--- src/rtl/branch_target_unit_if.sv ---
// Branch request channel: valid/ready handshake carrying the branch operands.
// The requester drives the master side, the branch unit is the slave.
interface branch_target_unit_if #(
  parameter int WIDTH  = 32,
  parameter int TYPE_W = 3
);
  logic              in_valid;
  logic              in_ready;
  logic [WIDTH-1:0]  pc_plus4;
  logic [WIDTH-1:0]  offset;
  logic [TYPE_W-1:0] br_type;
  logic [WIDTH-1:0]  rs_val;
  logic [WIDTH-1:0]  rt_val;

  modport master (
    output in_valid,
    output pc_plus4,
    output offset,
    output br_type,
    output rs_val,
    output rt_val,
    input  in_ready
  );

  modport slave (
    input  in_valid,
    input  pc_plus4,
    input  offset,
    input  br_type,
    input  rs_val,
    input  rt_val,
    output in_ready
  );
endinterface

--- src/rtl/branch_target_unit.sv ---
// MIPS branch target adder and condition evaluator with a one-cycle redirect.
// Define BRANCH_STATS_EN to add the taken_cnt/resolved_cnt counters.
module branch_target_unit #(
  parameter int WIDTH  = 32,
  parameter int TYPE_W = 3
) (
  input  logic               clk,
  input  logic               reset,
  branch_target_unit_if.slave req,
  input  logic               flush,
  output logic               redirect,
  output logic [WIDTH-1:0]   target,
  output logic               resolved,
  output logic               taken
`ifdef BRANCH_STATS_EN
  ,
  output logic [31:0]        taken_cnt,
  output logic [31:0]        resolved_cnt
`endif
);

  typedef enum logic [1:0] {
    IDLE,
    CALC,
    RESOLVE
  } state_t;

  typedef struct packed {
    logic [WIDTH-1:0]  pc;
    logic [WIDTH-1:0]  off;
    logic [TYPE_W-1:0] typ;
    logic [WIDTH-1:0]  rs;
    logic [WIDTH-1:0]  rt;
  } s1_t;

  localparam logic [TYPE_W-1:0] T_BEQ  = TYPE_W'(0);
  localparam logic [TYPE_W-1:0] T_BNE  = TYPE_W'(1);
  localparam logic [TYPE_W-1:0] T_BLEZ = TYPE_W'(2);
  localparam logic [TYPE_W-1:0] T_BGTZ = TYPE_W'(3);
  localparam logic [TYPE_W-1:0] T_BLTZ = TYPE_W'(4);
  localparam logic [TYPE_W-1:0] T_BGEZ = TYPE_W'(5);

  state_t           state;
  s1_t              s1;
  logic [WIDTH-1:0] sum_q;
  logic             cond_q;
  logic             ready_q;

  logic [WIDTH-1:0] sum;
  logic             cond;
  logic             rs_neg;
  logic             rs_zero;
  logic             rs_eq_rt;

  assign req.in_ready = ready_q;

  // Carry out of the adder is dropped: targets wrap modulo 2^WIDTH.
  assign sum      = s1.pc + s1.off;
  assign rs_neg   = s1.rs[WIDTH-1];
  assign rs_zero  = (s1.rs == '0);
  assign rs_eq_rt = (s1.rs == s1.rt);

  always_comb begin
    cond = 1'b0;
    unique case (s1.typ)
      T_BEQ:   cond = rs_eq_rt;
      T_BNE:   cond = !rs_eq_rt;
      T_BLEZ:  cond = rs_neg || rs_zero;
      T_BGTZ:  cond = !rs_neg && !rs_zero;
      T_BLTZ:  cond = rs_neg;
      T_BGEZ:  cond = !rs_neg;
      default: cond = 1'b0;
    endcase
  end

  always_ff @(posedge clk) begin
    if (reset) begin
      state    <= IDLE;
      ready_q  <= 1'b1;
      s1       <= '0;
      sum_q    <= '0;
      cond_q   <= 1'b0;
      redirect <= 1'b0;
      resolved <= 1'b0;
      taken    <= 1'b0;
      target   <= '0;
`ifdef BRANCH_STATS_EN
      taken_cnt    <= '0;
      resolved_cnt <= '0;
`endif
    end else begin
      redirect <= 1'b0;
      resolved <= 1'b0;
      taken    <= 1'b0;
      unique case (state)
        IDLE: begin
          if (!flush && req.in_valid) begin
            s1.pc   <= req.pc_plus4;
            s1.off  <= req.offset;
            s1.typ  <= req.br_type;
            s1.rs   <= req.rs_val;
            s1.rt   <= req.rt_val;
            state   <= CALC;
            ready_q <= 1'b0;
          end
        end
        CALC: begin
          if (flush) begin
            state   <= IDLE;
            ready_q <= 1'b1;
          end else begin
            sum_q  <= sum;
            cond_q <= cond;
            state  <= RESOLVE;
          end
        end
        RESOLVE: begin
          state   <= IDLE;
          ready_q <= 1'b1;
          // A flush here kills the pulse before it reaches fetch.
          if (!flush) begin
            resolved <= 1'b1;
            taken    <= cond_q;
            if (cond_q) begin
              redirect <= 1'b1;
              target   <= sum_q;
            end
`ifdef BRANCH_STATS_EN
            resolved_cnt <= resolved_cnt + 32'd1;
            if (cond_q) taken_cnt <= taken_cnt + 32'd1;
`endif
          end
        end
        default: begin
          state   <= IDLE;
          ready_q <= 1'b1;
        end
      endcase
    end
  end

endmodule

--- src/flat_wrapper.sv ---
// flat-port wrapper written by rule: the top's interface ports become plain ports
module branch_target_unit_flat 
#(
  parameter int WIDTH  = 32,
  parameter int TYPE_W = 3
)
  (clk, reset, flush, redirect, target, resolved, taken, req_in_valid, req_pc_plus4, req_offset, req_br_type, req_rs_val, req_rt_val, req_in_ready);
  branch_target_unit_if #(.WIDTH(WIDTH), .TYPE_W(TYPE_W)) req_i ();
  input  logic clk;
  input  logic reset;
  input  logic flush;
  output logic redirect;
  output logic [WIDTH-1:0] target;
  output logic resolved;
  output logic taken;
  input wire logic [$bits(req_i.in_valid)-1:0] req_in_valid;
  input wire logic [$bits(req_i.pc_plus4)-1:0] req_pc_plus4;
  input wire logic [$bits(req_i.offset)-1:0] req_offset;
  input wire logic [$bits(req_i.br_type)-1:0] req_br_type;
  input wire logic [$bits(req_i.rs_val)-1:0] req_rs_val;
  input wire logic [$bits(req_i.rt_val)-1:0] req_rt_val;
  output wire logic [$bits(req_i.in_ready)-1:0] req_in_ready;
  assign req_i.in_valid = req_in_valid;
  assign req_i.pc_plus4 = req_pc_plus4;
  assign req_i.offset = req_offset;
  assign req_i.br_type = req_br_type;
  assign req_i.rs_val = req_rs_val;
  assign req_i.rt_val = req_rt_val;
  assign req_in_ready = req_i.in_ready;
  branch_target_unit #(.WIDTH(WIDTH), .TYPE_W(TYPE_W)) u_core (.clk(clk), .reset(reset), .req(req_i), .flush(flush), .redirect(redirect), .target(target), .resolved(resolved), .taken(taken));
endmodule
--- config.mk ---
export PLATFORM = sky130hd
export DESIGN_NAME = branch_target_unit_flat
export DESIGN_NICKNAME = d
export VERILOG_FILES = /design/src/rtl/branch_target_unit_if.sv /design/src/rtl/branch_target_unit.sv /design/src/flat_wrapper.sv
export SDC_FILE = /design/constraint.sdc
export NUM_CORES = 1
export LEC_CHECK = 0
export BUFFER_PORTS_ARGS = -buffer_cell sky130_fd_sc_hd__buf_2
export CAP_MARGIN = 5
export CORE_MARGIN = 10
export CORE_UTILIZATION = 55
export CTS_CLUSTER_DIAMETER = 120
export DETAILED_ROUTE_END_ITERATION = 6
export GPL_TIMING_DRIVEN = 0
export PLACE_DENSITY = 0.81
export SLEW_MARGIN = 40
export SYNTH_ARGS = -nofsm -noshare
export SYNTH_HDL_FRONTEND = slang
export SYNTH_SLANG_ARGS = --single-unit
export TNS_END_PERCENT = 100
--- constraint.sdc ---
create_clock -name clk -period 3 [get_ports clk]
set_clock_uncertainty 0.05 [all_clocks]
set_input_delay 0.45 -clock clk [delete_from_list [all_inputs] [get_ports clk]]
set_output_delay 0.45 -clock clk [all_outputs]
set_load 0.1 [all_outputs]
==> impl_metrics.ini <==
[worst_setup_path]
crit_slowest_cell = fa_1
reg2reg_slack_ns = 0.12
crit_top_cell = a21oi_2
worstReg2RegEnd = u_core.sum_q[26]$_SDFFE_PP0P_
r2r_cells = 12
worst_ep_required_time_ns = 3.39
cp.arrival_ns = 3.27
path_class = reg2reg
r2r-start = u_core.s1[67]$_SDFFE_PP0P_
end_kind = flop
start_kind = flop
cpPeakStageDelay_ns = 0.37
cp_cell_sequence = ha_4 > inv_1 > fa_1 > and2b_2 > o2111ai_2 > a21boi_2 > a21oi_2 > o31a_1 > o41ai_4 > xor2_1 > nand2_1 > a21oi_2
critPathMaxFanout = 3

[clock_network]
cts_buffers = 22
clock_sinks = 201
cts_max_level = 1
cts_root_buffer = clkbuf_16
cts_tree = done
clk_latency_ns = 0.51
clock_tree.buffer_depth = 3
clk_pin_slew_ns = 0.06

[finish]
syn_to_final_growth_pct = 21.7
drive_gt1_share_pct = 17.0
diodes = 0
fin_cells = 1595
final_common_cell = nand2_1
layout_common_cells = 398 x nand2_1, 222 x a21oi_1, 199 x dfxtp_1
fin_util_pct = 68.6
nets = 1530

[placed_design]
place_congestion = 0.920
dpl.hpwl_um = 19800
numPortBuffers = 170
place_ws_ns = 0.0121
dpl.cell_count = 1551

[drt]
drcViolationCount = 0
drtIter0Drc = 690
routedWlPerCell_um = 16.1
drt-pass1-iter-count = 5
wirelength_um = 25700
vias_per_cell = 5.43
num_vias = 8663
antenna_left = 0

[min_path]
min_from = req_rs_val[21]
min_path_cells = 3
hold_class = in2reg
hold_end = u_core.s1[53]$_SDFFE_PP0P_

[power]
p_leak_nw = 4.43
seqPwrFrac_pct = 45.4
p_per_area_mw_per_mm2 = 568
swShare_pct = 24.6
p_comb_share_pct = 9.8
net-switching-power_mw = 1.53
p_int_mw = 4.69
ir_drop_v = 0.000439
clockPowerShare_pct = 44.8

[floorplanning]
start_util_pct = 56.4
dieArea_mm2 = 0.0219
num_rows = 46
io_pins = 171
die_w_um = 148
coreArea_mm2 = 0.0159
die_y_um = 148

[global_route]
first_global_vias = 8434
grt-ovfl-total = 0
met2_usage_pct = 37.1
globalRouteMet3Util_pct = 3.97
grt_use_total_pct = 22.4
met1_usage_pct = 29.5
grt_max_degree = 14
busiest_layer = met2
antenna_found_initial = 1
grt_pass1_wl_um = 41000

[logic_synthesis]
synthesis.instances = 1165
syn_area_per_cell_um2 = 7.72
synth_area_mm2 = 0.00899
ys_seq_area_share_pct = 44.8
synthFlopType = dfxtp_1
synthTopCellsByArea = dfxtp_1 45%, nand2_1 17%, a21oi_1 12%
synth_top_area_share_pct = 44.8
synth-seq-cells = 201
postSynth.asyncResetShare_pct = 0
synth-edff-count = 0
yosys.area.top_type = dfxtp_1
synth_cell_type_count = 58
yosysWarnings = 0
syn-num-nets = 1332

[sta]
rsz0062_at_grt = false
timing.final.crit_share_pct = 96.2
fmax_mhz = 347
finalSetupTns_ns = 0
final-setup-viol-count = 0
slew_violations = 0
hold_viol = 0
slew_headroom_pct = 48.6
whs_ns = 0.128
worst_slack_ns = 0.115
min_period_ns = 2.88
tightestPinTransition_ns = 0.768

[job]
cap_violations = 0

[status]
outcome = completed
-- power groups by stage --
| stage | logic (mW) | registers, mW | clock network (mW) |
|---|---|---|---|
| 3_5_place_dp | 0.591 | 2.88 | 0 |
| 2_1_floorplan | 0.374 | 2.87 | 0 |
| 5_1_grt | 0.675 | 2.83 | 2.91 |
| 4_1_cts | 0.597 | 2.82 | 2.80 |
| 3_3_place_gp | 0.581 | 2.88 | 0 |
| 6_report | 0.607 | 2.83 | 2.79 |
-- layer usage --
metal | share of wire (%) | vias to the layer above
met1 | 44 | 3950
li1 | - | 4334
met4 | 2.2 | 2
met5 | 0.035 | -
met3 | 7.8 | 50
met2 | 46 | 327
-- flip-flops by register name, summed over array words and instances (netlist names) --
name,cells
u_core.state,2
u_core.taken,1
u_core.target,32
u_core.sum_q,32
u_core.s1,130
u_core.cond_q,1
u_core.req.in_ready,1
u_core.resolved,1
u_core.rs_neg,1
-- area by class of cell --
type	instances	area [um^2]
fillers	1361	5000
multi-input cells	879	4680
flip-flops and latches	201	4030
repair buffers	174	881
clock buffers	31	656
plain buffers	73	280
well taps	216	270
clock inverters	9	100
inverters	12	45.0
-- cells in the mapped netlist (2+ instances only) --
cell,instances
o21ai_1,2
or3_1,2
buf_2,2
inv_1,11
a211o_1,2
nor2_1,23
nand3_1,16
a21oi_1,222
a21oi_2,3
xnor2_1,48
a31oi_1,4
clkbuf_1,70
ha_1,31
dfxtp_1,201
a221oi_4,2
a32oi_1,2
o21ai_0,17
o31ai_1,2
o21a_1,2
a211oi_1,2
o211ai_1,5
nor4_1,12
o41ai_1,2
nor3_1,7
a21o_1,16
xor2_1,7
nand4_1,12
nand2_1,398
and3_1,7
nor4b_1,2
o21ai_2,2
o21bai_1,5
-- worst max-delay path, delay by kind of cell (launching register included) --
family	cells	cell delay [ns]
adder cells (fa/ha/maj)	2	0.51
flip-flops	1	0.35
buffers and inverters	1	0.05
XOR/XNOR	1	0.24
AND/OR/NAND/NOR	2	0.34
AO/OA/AOI/OAI	6	1.26
-- metrics by stage --
stage               total power [mW]  area [um^2]
CTS                             6.22        10900
floorplan                       3.24         8990
detailed placement              3.47        10100
global placement                3.46        10100
global route                    6.42        10900
finish                          6.22        10900
-- logic make-up after synthesis --
| logic type | share of synthesized area [%] |
|---|---|
| compound gates | 19.4 |
| xor+xnor | 5.36 |
| fa+ha+maj | 4.54 |
| buf+inv | 3.62 |
| flops | 44.8 |
| mux | 0.111 |
| simple gates | 22.2 |
-- worst max path at each step --
stage	end	cells after the start	slack, ns	start
floorplan	u_core.sum_q[30]$_SDFFE_PP0P_	12	0.34	u_core.s1[67]$_SDFFE_PP0P_
global placement	u_core.sum_q[26]$_SDFFE_PP0P_	12	0.07	u_core.s1[67]$_SDFFE_PP0P_
detailed placement	u_core.sum_q[30]$_SDFFE_PP0P_	12	0.01	u_core.s1[67]$_SDFFE_PP0P_
CTS	u_core.sum_q[26]$_SDFFE_PP0P_	12	0.04	u_core.s1[67]$_SDFFE_PP0P_
global route	u_core.sum_q[26]$_SDFFE_PP0P_	12	0.0006	u_core.s1[67]$_SDFFE_PP0P_
finish	u_core.sum_q[26]$_SDFFE_PP0P_	12	0.12	u_core.s1[67]$_SDFFE_PP0P_
-- timing repair --
item                       CTS  global route
pin swaps                    1             8
setup endpoints to repair    2             4
hold endpoints to repair     0             0
setup buffers                1             3
hold buffers                 0             0
gates resized for setup      0             7
Power figures use the tool's default switching activity.
